<file path="src/rtl/dmem_req_ctrl_pkg.sv">
// Shared types and helpers for the data-memory request sequencer.
package dmem_req_ctrl_pkg;

  typedef enum logic [2:0] {
    StIdle,
    StReq,
    StWait,
    StDone,
    StDrain
  } dmem_ctrl_state_t;

  typedef enum logic [2:0] {
    CauseNone    = 3'd0,
    CauseMaLd    = 3'd1,
    CauseMaSt    = 3'd2,
    CausePfLd    = 3'd3,
    CausePfSt    = 3'd4,
    CauseRetry   = 3'd5,
    CauseTimeout = 3'd6
  } dmem_cause_t;

  // dcache command encodings used to tell loads from stores
  localparam logic [4:0] CmdXrd = 5'b00000;
  localparam logic [4:0] CmdXwr = 5'b00001;

  // Plain stores return no data; AMOs and loads do.
  function automatic logic cmd_is_store(input logic [4:0] cmd);
    return cmd == CmdXwr;
  endfunction

  // Fixed-priority exception cause: the first asserted flag wins.
  function automatic dmem_cause_t xcpt_cause(input logic ma_ld, input logic ma_st,
                                             input logic pf_ld, input logic pf_st);
    if (ma_ld) return CauseMaLd;
    if (ma_st) return CauseMaSt;
    if (pf_ld) return CausePfLd;
    if (pf_st) return CausePfSt;
    return CauseNone;
  endfunction

endpackage

</file>
<file path="src/rtl/dmem_req_ctrl_if.sv">
// dcache-side request/response bundle of the data-memory request sequencer.
interface dmem_req_ctrl_if #(
  parameter int unsigned AddrW = 40
);

  logic             req_valid;
  logic             req_ready;
  logic [4:0]       req_cmd;
  logic [AddrW-1:0] req_addr;
  logic [63:0]      req_data;
  logic [2:0]       req_op_type;
  logic [7:0]       req_tag;
  logic             req_kill;
  logic             resp_valid;
  logic             resp_replay;
  logic             resp_nack;
  logic [63:0]      resp_data;
  logic             xcpt_ma_ld;
  logic             xcpt_ma_st;
  logic             xcpt_pf_ld;
  logic             xcpt_pf_st;

  // Sequencer side: issues requests, consumes responses.
  modport master (
    output req_valid, req_cmd, req_addr, req_data, req_op_type, req_tag, req_kill,
    input  req_ready, resp_valid, resp_replay, resp_nack, resp_data,
    input  xcpt_ma_ld, xcpt_ma_st, xcpt_pf_ld, xcpt_pf_st
  );

  // dcache side.
  modport slave (
    input  req_valid, req_cmd, req_addr, req_data, req_op_type, req_tag, req_kill,
    output req_ready, resp_valid, resp_replay, resp_nack, resp_data,
    output xcpt_ma_ld, xcpt_ma_st, xcpt_pf_ld, xcpt_pf_st
  );

endinterface

</file>
<file path="src/rtl/dmem_req_ctrl.sv">
// Data-memory request sequencer: one outstanding dcache access with ready/valid
// issue, nack retry, exception capture, timeout and pipeline-kill handling.
module dmem_req_ctrl
  import dmem_req_ctrl_pkg::*;
#(
  parameter int unsigned AddrW    = 40,
  parameter int unsigned MaxRetry = 7,
  parameter int unsigned Timeout  = 255
) (
  input  logic             clk_i,
  input  logic             rstn_i,
  input  logic             kill_i,
  input  logic             req_valid_i,
  input  logic [4:0]       req_cmd_i,
  input  logic [AddrW-1:0] req_addr_i,
  input  logic [63:0]      req_data_i,
  input  logic [2:0]       req_size_i,
  input  logic [7:0]       req_tag_i,
  dmem_req_ctrl_if.master  dmem,
  output logic             lock_o,
  output logic             done_valid_o,
  output logic [63:0]      done_data_o,
  output logic             done_xcpt_o,
  output logic [2:0]       done_cause_o
);

  localparam int unsigned RetryW = (MaxRetry > 0) ? $clog2(MaxRetry + 1) : 1;
  localparam int unsigned TmoW   = (Timeout > 0) ? $clog2(Timeout + 1) : 1;

  dmem_ctrl_state_t  state_q;
  logic [4:0]        cmd_q;
  logic [AddrW-1:0]  addr_q;
  logic [63:0]       data_q;
  logic [2:0]        size_q;
  logic [7:0]        tag_q;
  logic [RetryW-1:0] retry_q;
  logic [TmoW-1:0]   tmo_q;
  logic [63:0]       done_data_q;
  logic              done_xcpt_q;
  dmem_cause_t       done_cause_q;

  logic resp_hit;
  logic xcpt_any;
  logic tmo_hit;
  logic retry_max;
  logic issue;

  // Event decode shared by the FSM, the counters and the outputs.
  always_comb begin
    resp_hit  = dmem.resp_valid | dmem.resp_replay;
    xcpt_any  = dmem.xcpt_ma_ld | dmem.xcpt_ma_st | dmem.xcpt_pf_ld | dmem.xcpt_pf_st;
    tmo_hit   = (tmo_q == TmoW'(Timeout));
    retry_max = (retry_q == RetryW'(MaxRetry));
    issue     = (state_q == StIdle) && req_valid_i && !kill_i;
  end

  // Main sequencer: request latch, state and completion record.
  always_ff @(posedge clk_i or negedge rstn_i) begin
    if (!rstn_i) begin
      state_q      <= StIdle;
      cmd_q        <= '0;
      addr_q       <= '0;
      data_q       <= '0;
      size_q       <= '0;
      tag_q        <= '0;
      done_data_q  <= '0;
      done_xcpt_q  <= 1'b0;
      done_cause_q <= CauseNone;
    end else begin
      unique case (state_q)
        StIdle: begin
          if (issue) begin
            cmd_q   <= req_cmd_i;
            addr_q  <= req_addr_i;
            data_q  <= req_data_i;
            size_q  <= req_size_i;
            tag_q   <= req_tag_i;
            state_q <= StReq;
          end
        end
        StReq: begin
          if (kill_i) begin
            state_q <= StIdle;
          end else if (dmem.req_ready) begin
            state_q <= StWait;
          end
        end
        StWait: begin
          // kill > exception > nack > response > timeout
          if (kill_i) begin
            state_q <= StDrain;
          end else if (xcpt_any) begin
            state_q      <= StDone;
            done_data_q  <= '0;
            done_xcpt_q  <= 1'b1;
            done_cause_q <= xcpt_cause(dmem.xcpt_ma_ld, dmem.xcpt_ma_st,
                                       dmem.xcpt_pf_ld, dmem.xcpt_pf_st);
          end else if (dmem.resp_nack) begin
            if (retry_max) begin
              state_q      <= StDone;
              done_data_q  <= '0;
              done_xcpt_q  <= 1'b1;
              done_cause_q <= CauseRetry;
            end else begin
              state_q <= StReq;
            end
          end else if (resp_hit) begin
            state_q      <= StDone;
            done_data_q  <= cmd_is_store(cmd_q) ? 64'd0 : dmem.resp_data;
            done_xcpt_q  <= 1'b0;
            done_cause_q <= CauseNone;
          end else if (tmo_hit) begin
            state_q      <= StDone;
            done_data_q  <= '0;
            done_xcpt_q  <= 1'b1;
            done_cause_q <= CauseTimeout;
          end
        end
        StDone: begin
          state_q <= StIdle;
        end
        StDrain: begin
          // The abandoned access's answer (or silence) is swallowed here.
          if (resp_hit || dmem.resp_nack || tmo_hit) begin
            state_q <= StIdle;
          end
        end
        default: begin
          state_q <= StIdle;
        end
      endcase
    end
  end

  // Saturating retry and timeout counters.
  always_ff @(posedge clk_i or negedge rstn_i) begin
    if (!rstn_i) begin
      retry_q <= '0;
      tmo_q   <= '0;
    end else begin
      if (issue) begin
        retry_q <= '0;
      end else if ((state_q == StWait) && !kill_i && !xcpt_any && dmem.resp_nack &&
                   !retry_max) begin
        retry_q <= retry_q + RetryW'(1);
      end

      // Counts wait cycles in WAIT and DRAIN; restarts on entry to either.
      if (((state_q == StWait) && !kill_i) || (state_q == StDrain)) begin
        if (!tmo_hit) begin
          tmo_q <= tmo_q + TmoW'(1);
        end
      end else begin
        tmo_q <= '0;
      end
    end
  end

  // Kill gates valid and done combinationally so a flush acts in the same cycle.
  assign dmem.req_valid   = (state_q == StReq) && !kill_i;
  assign dmem.req_cmd     = cmd_q;
  assign dmem.req_addr    = addr_q;
  assign dmem.req_data    = data_q;
  assign dmem.req_op_type = size_q;
  assign dmem.req_tag     = tag_q;
  assign dmem.req_kill    = (state_q == StWait) &&
                            (kill_i || xcpt_any || (tmo_hit && !dmem.resp_nack && !resp_hit));

  assign lock_o       = (state_q == StReq) || (state_q == StWait) || (state_q == StDrain);
  assign done_valid_o = (state_q == StDone) && !kill_i;
  assign done_data_o  = done_data_q;
  assign done_xcpt_o  = done_xcpt_q;
  assign done_cause_o = done_cause_q;

endmodule

</file>
<file path="src/flat_wrapper.sv">
// flat-port wrapper written by rule: the top's interface ports become plain ports
module dmem_req_ctrl_flat import dmem_req_ctrl_pkg::*;
#(
  parameter int unsigned AddrW    = 40,
  parameter int unsigned MaxRetry = 7,
  parameter int unsigned Timeout  = 255
)
  (clk_i, rstn_i, kill_i, req_valid_i, req_cmd_i, req_addr_i, req_data_i, req_size_i, req_tag_i, lock_o, done_valid_o, done_data_o, done_xcpt_o, done_cause_o, dmem_req_valid, dmem_req_cmd, dmem_req_addr, dmem_req_data, dmem_req_op_type, dmem_req_tag, dmem_req_kill, dmem_req_ready, dmem_resp_valid, dmem_resp_replay, dmem_resp_nack, dmem_resp_data, dmem_xcpt_ma_ld, dmem_xcpt_ma_st, dmem_xcpt_pf_ld, dmem_xcpt_pf_st);
  dmem_req_ctrl_if #(.AddrW(AddrW)) dmem_i ();
  input  logic clk_i;
  input  logic rstn_i;
  input  logic kill_i;
  input  logic req_valid_i;
  input  logic [4:0] req_cmd_i;
  input  logic [AddrW-1:0] req_addr_i;
  input  logic [63:0] req_data_i;
  input  logic [2:0] req_size_i;
  input  logic [7:0] req_tag_i;
  output logic lock_o;
  output logic done_valid_o;
  output logic [63:0] done_data_o;
  output logic done_xcpt_o;
  output logic [2:0] done_cause_o;
  output wire logic [$bits(dmem_i.req_valid)-1:0] dmem_req_valid;
  output wire logic [$bits(dmem_i.req_cmd)-1:0] dmem_req_cmd;
  output wire logic [$bits(dmem_i.req_addr)-1:0] dmem_req_addr;
  output wire logic [$bits(dmem_i.req_data)-1:0] dmem_req_data;
  output wire logic [$bits(dmem_i.req_op_type)-1:0] dmem_req_op_type;
  output wire logic [$bits(dmem_i.req_tag)-1:0] dmem_req_tag;
  output wire logic [$bits(dmem_i.req_kill)-1:0] dmem_req_kill;
  input wire logic [$bits(dmem_i.req_ready)-1:0] dmem_req_ready;
  input wire logic [$bits(dmem_i.resp_valid)-1:0] dmem_resp_valid;
  input wire logic [$bits(dmem_i.resp_replay)-1:0] dmem_resp_replay;
  input wire logic [$bits(dmem_i.resp_nack)-1:0] dmem_resp_nack;
  input wire logic [$bits(dmem_i.resp_data)-1:0] dmem_resp_data;
  input wire logic [$bits(dmem_i.xcpt_ma_ld)-1:0] dmem_xcpt_ma_ld;
  input wire logic [$bits(dmem_i.xcpt_ma_st)-1:0] dmem_xcpt_ma_st;
  input wire logic [$bits(dmem_i.xcpt_pf_ld)-1:0] dmem_xcpt_pf_ld;
  input wire logic [$bits(dmem_i.xcpt_pf_st)-1:0] dmem_xcpt_pf_st;
  assign dmem_req_valid = dmem_i.req_valid;
  assign dmem_req_cmd = dmem_i.req_cmd;
  assign dmem_req_addr = dmem_i.req_addr;
  assign dmem_req_data = dmem_i.req_data;
  assign dmem_req_op_type = dmem_i.req_op_type;
  assign dmem_req_tag = dmem_i.req_tag;
  assign dmem_req_kill = dmem_i.req_kill;
  assign dmem_i.req_ready = dmem_req_ready;
  assign dmem_i.resp_valid = dmem_resp_valid;
  assign dmem_i.resp_replay = dmem_resp_replay;
  assign dmem_i.resp_nack = dmem_resp_nack;
  assign dmem_i.resp_data = dmem_resp_data;
  assign dmem_i.xcpt_ma_ld = dmem_xcpt_ma_ld;
  assign dmem_i.xcpt_ma_st = dmem_xcpt_ma_st;
  assign dmem_i.xcpt_pf_ld = dmem_xcpt_pf_ld;
  assign dmem_i.xcpt_pf_st = dmem_xcpt_pf_st;
  dmem_req_ctrl #(.AddrW(AddrW), .MaxRetry(MaxRetry), .Timeout(Timeout)) u_core (.clk_i(clk_i), .rstn_i(rstn_i), .kill_i(kill_i), .req_valid_i(req_valid_i), .req_cmd_i(req_cmd_i), .req_addr_i(req_addr_i), .req_data_i(req_data_i), .req_size_i(req_size_i), .req_tag_i(req_tag_i), .dmem(dmem_i), .lock_o(lock_o), .done_valid_o(done_valid_o), .done_data_o(done_data_o), .done_xcpt_o(done_xcpt_o), .done_cause_o(done_cause_o));
endmodule
</file>
<file path="config.mk">
export PLATFORM = sky130hd
export DESIGN_NAME = dmem_req_ctrl_flat
export DESIGN_NICKNAME = d
export VERILOG_FILES = /design/src/rtl/dmem_req_ctrl_pkg.sv /design/src/rtl/dmem_req_ctrl_if.sv /design/src/rtl/dmem_req_ctrl.sv /design/src/flat_wrapper.sv
export SDC_FILE = /design/constraint.sdc
export NUM_CORES = 1
export LEC_CHECK = 0
export ABC_AREA = 1
export BUFFER_PORTS_ARGS = -buffer_cell sky130_fd_sc_hd__buf_2
export CAP_MARGIN = 20
export CORE_MARGIN = 5
export CORE_UTILIZATION = 45
export DETAILED_ROUTE_END_ITERATION = 10
export PLACE_DENSITY_LB_ADDON = 0.05
export SYNTH_ARGS = -nofsm -noshare
export SYNTH_HDL_FRONTEND = slang
export SYNTH_SLANG_ARGS = --single-unit
export TNS_END_PERCENT = 30
</file>
<file path="constraint.sdc">
create_clock -name clk_i -period 2.5 [get_ports clk_i]
set_input_delay 0.25 -clock clk_i [delete_from_list [all_inputs] [get_ports clk_i]]
set_output_delay 0.25 -clock clk_i [all_outputs]
set_load 0.02 [all_outputs]
</file>
==> metrics.cfg <==
[critical_path]
cp.buffers_inverters = 3
crit_chain = ha_1 > nand3_1 > inv_1 > nand2_2 > inv_1 > nand4_1 > a21oi_1 > buf_2
r2r-start = u_core.retry_q[0]
r2r-end = u_core.done_data_o[6]
end_kind = output port
crit_top_cell = inv_1
arrival_ns = 2.01
rr_worst_depth = 9
crit_type = flip-flop to output port
start_kind = flip-flop
crit_slowest_cell = dfrtp_1
critPathTopFamily = buffers and inverters
slowest_delay_ns = 0.41
crit_path_max_fanout = 11
crit_required_ns = 2.25
reg2reg_slack_ns = 0.42

[yosys]
synth_cells = 1070
synthesis.nets = 1269
yosysTopAreaCell = dfrtp_1
yosys_warnings = 0
ys_seq_area_share_pct = 57.7
synth_seq_cells = 202
synth_area_leaders = dfrtp_1 58%, nand2_1 12%, inv_1 8.6%
syn_avg_cell_area_um2 = 8.19
synth_cell_types = 28
syn_area_um2 = 8770
yosysTopAreaCellShare_pct = 57.7

[placement]
gp_congestion = 0.835
dpl_cell_area_um2 = 11000
portBuffers = 387
dp_hpwl_um = 18800

[detailed_routing]
wl_per_cell_um = 14.9
drt_wl_total_um = 27000
vias = 8264
firstDrtPassIters = 5
drtAntennaViolNets = 0
viasPerCell = 4.57
drt-initial-drc-count = 443
drc = 0

[sta]
drv_slew = 0
hold_slack_ns = 0.0146
fin_setup_tns_ns = 0
clock_skew_ns = 0.0131
worstMarginPinSlew_ns = 0.864
finalHoldViolCount = 0
period_needed_ns = 2.26
timing.final.crit_share_pct = 90.6
fmax_mhz = 442
relSlewSlack_pct = 42.4
finalSetupViolCount = 0

[power_and_ir_drop]
ir_worst_vdd_uv = 676
cellLeakagePower_nw = 7.62
power.density_nw_per_um2 = 1030

[job]
cap_violations = 0

[global_routing]
grt_usage_pct = 23.4
gr-total-overflow = 0
grt_antenna_before_repair = 3
grt_pass1_wl_um = 42300
grt_start_max_net_pins = 244
grt_pass1_vias = 8170

[finish]
layout.nets = 1726
finalInstanceArea_um2 = 12600
drive_above_1_share_pct = 28.8
areaGrowthSynthToFinish_pct = 44.1

[hold_path]
hold_class = input pin to flip-flop
hold_depth = 3
hp-start = req_data_i[47]
hold_end = u_core.dmem.req_data[47]

[die]
die_w_um = 150
die_area_um2 = 22400
placementRows = 51
io_pins = 388
coreArea_um2 = 19300
die_h_um = 150
start_util_pct = 45.3

[run_status]
outcome = finished, final reports clean

[clocking]
clk_path_buf_depth = 3
cts_buffers = 23
htree_levels = 1
cts.sinks = 202
cts_tree = done
clk_latency_ns = 0.50
cts_root_buf = clkbuf_16
clk_pin_slew_ns = 0.06

[power by group]
group	total (mW)	internal, mW	switching (mW)
logic	4.63	1.51	3.12
registers	5.00	4.38	0.614
clock network	3.39	2.10	1.29
[synthesized netlist by cell type (all sizes together)]
cell type  number
nand2         286
a21oi          14
buf            35
o22ai           1
xnor2           1
nor3            2
inv           204
nand3          81
nor4            1
a21boi          1
nand4           4
nor2           86
nand3b          1
a31oi           1
dfrtp         202
ha              3
o21ai         128
clkbuf         19
[stage by stage]
stage	setup WS, ns	util [%]	total power, mW	std cells
global placement	0.501	56.7	9.52	1677
finish	0.235	65.3	13.0	1809
CTS	0.0594	65.2	13.2	1805
global route	-0.000908	65.3	13.9	1808
floorplan	0.743	-	7.65	1070
detailed placement	0.435	56.7	9.59	1677
[worst max-delay path by stage]
| stage | from | to | slack, ns | depth (start not counted) |
|---|---|---|---|---|
| finish | u_core.tmo_q[0] | dmem_req_kill | 0.24 | 8 |
| global route | u_core.tmo_q[0] | dmem_req_kill | -0.0009 | 8 |
| CTS | u_core.tmo_q[0] | dmem_req_kill | 0.06 | 8 |
| detailed placement | u_core.retry_q[0] | u_core.done_data_o[10] | 0.44 | 9 |
| global placement | u_core.retry_q[0] | u_core.done_data_o[12] | 0.50 | 9 |
| floorplan | u_core.retry_q[0] | u_core.done_data_o[55] | 0.74 | 10 |
[worst reg2reg max path, cell delays in order, from the launching register on]
cell,delay (ns)
dfrtp_1,0.40
ha_1,0.22
ha_1,0.20
nor2_1,0.13
inv_1,0.06
nor2_2,0.23
nor2_4,0.12
buf_4,0.33
nand3_1,0.19
nand2_1,0.07
[layout by cell type (no fill, tap or decap), types with 3 or more instances in the layout]
| cell | count |
|---|---|
| dlygate4sd3_1 | 90 |
| nand2_2 | 4 |
| nor2_4 | 3 |
| a21oi_1 | 14 |
| ha_1 | 3 |
| clkbuf_16 | 23 |
| buf_2 | 386 |
| dfrtp_1 | 202 |
| bufinv_16 | 3 |
| clkinv_2 | 5 |
| nand4_1 | 3 |
| nand2_1 | 282 |
| clkbuf_1 | 3 |
| nor2_1 | 82 |
| buf_12 | 8 |
| nand3_1 | 79 |
| o21ai_0 | 128 |
| clkbuf_8 | 5 |
| inv_1 | 202 |
| diode_2 | 4 |
[per-layer routing]
| layer | part of all wire, % | vias to the layer above | global-route usage, % | wire length [um] |
|---|---|---|---|---|
| li1 | - | 4150 | - | - |
| met1 | 39 | 3746 | 28.4 | 10500 |
| met2 | 49 | 302 | 39.8 | 13100 |
| met3 | 8.9 | 66 | 7.09 | 2400 |
| met4 | 3.5 | 0 | 8.01 | 939 |
| met5 | 0 | - | 0 | 0 |
[timing repair]
item / in CTS / in global routing
resized for setup: 0 / 1
buffers inserted: 0 / 0
setup endpoints to repair: 0 / 1
hold endpoints to repair: 161 / 0
hold buffers: 90 / 0
[cell type report]
class | instances | area (um2)
Antenna cell | 4 | 10.0
Clock buffer | 30 | 642
Clock inverter | 8 | 115
Fill cell | 1735 | 6710
Inverter | 204 | 766
Multi-Input combinational cell | 610 | 2700
Sequential cell | 202 | 5050
Tap cell | 265 | 332
Timing Repair Buffer | 486 | 3010
[sequential cells by signal (all words and copies together), names as in the netlist]
| name | cells |
|---|---|
| u_core.retry_q | 3 |
| u_core.dmem.req_addr | 40 |
| u_core.state_q | 3 |
| u_core.dmem.req_data | 64 |
| u_core.done_data_o | 64 |
| u_core.dmem.req_cmd | 5 |
| u_core.tmo_q | 8 |
| u_core.done_cause_o | 3 |
| u_core.dmem.req_op_type | 3 |
| u_core.done_xcpt_o | 1 |
| u_core.dmem.req_tag | 8 |
[cell families after synthesis]
| logic type | Yosys count | share of synthesized area (%) |
|---|---|---|
| AOI/OAI and AO/OA | 145 | 8.34 |
| xor gates and xnor gates | 1 | 0.0999 |
| adders and majority gates | 3 | 0.428 |
| buffers and inverters | 258 | 11.7 |
| DFF | 202 | 57.7 |
| and+or+nand+nor | 461 | 21.7 |
(Power assumes the default switching activity.)
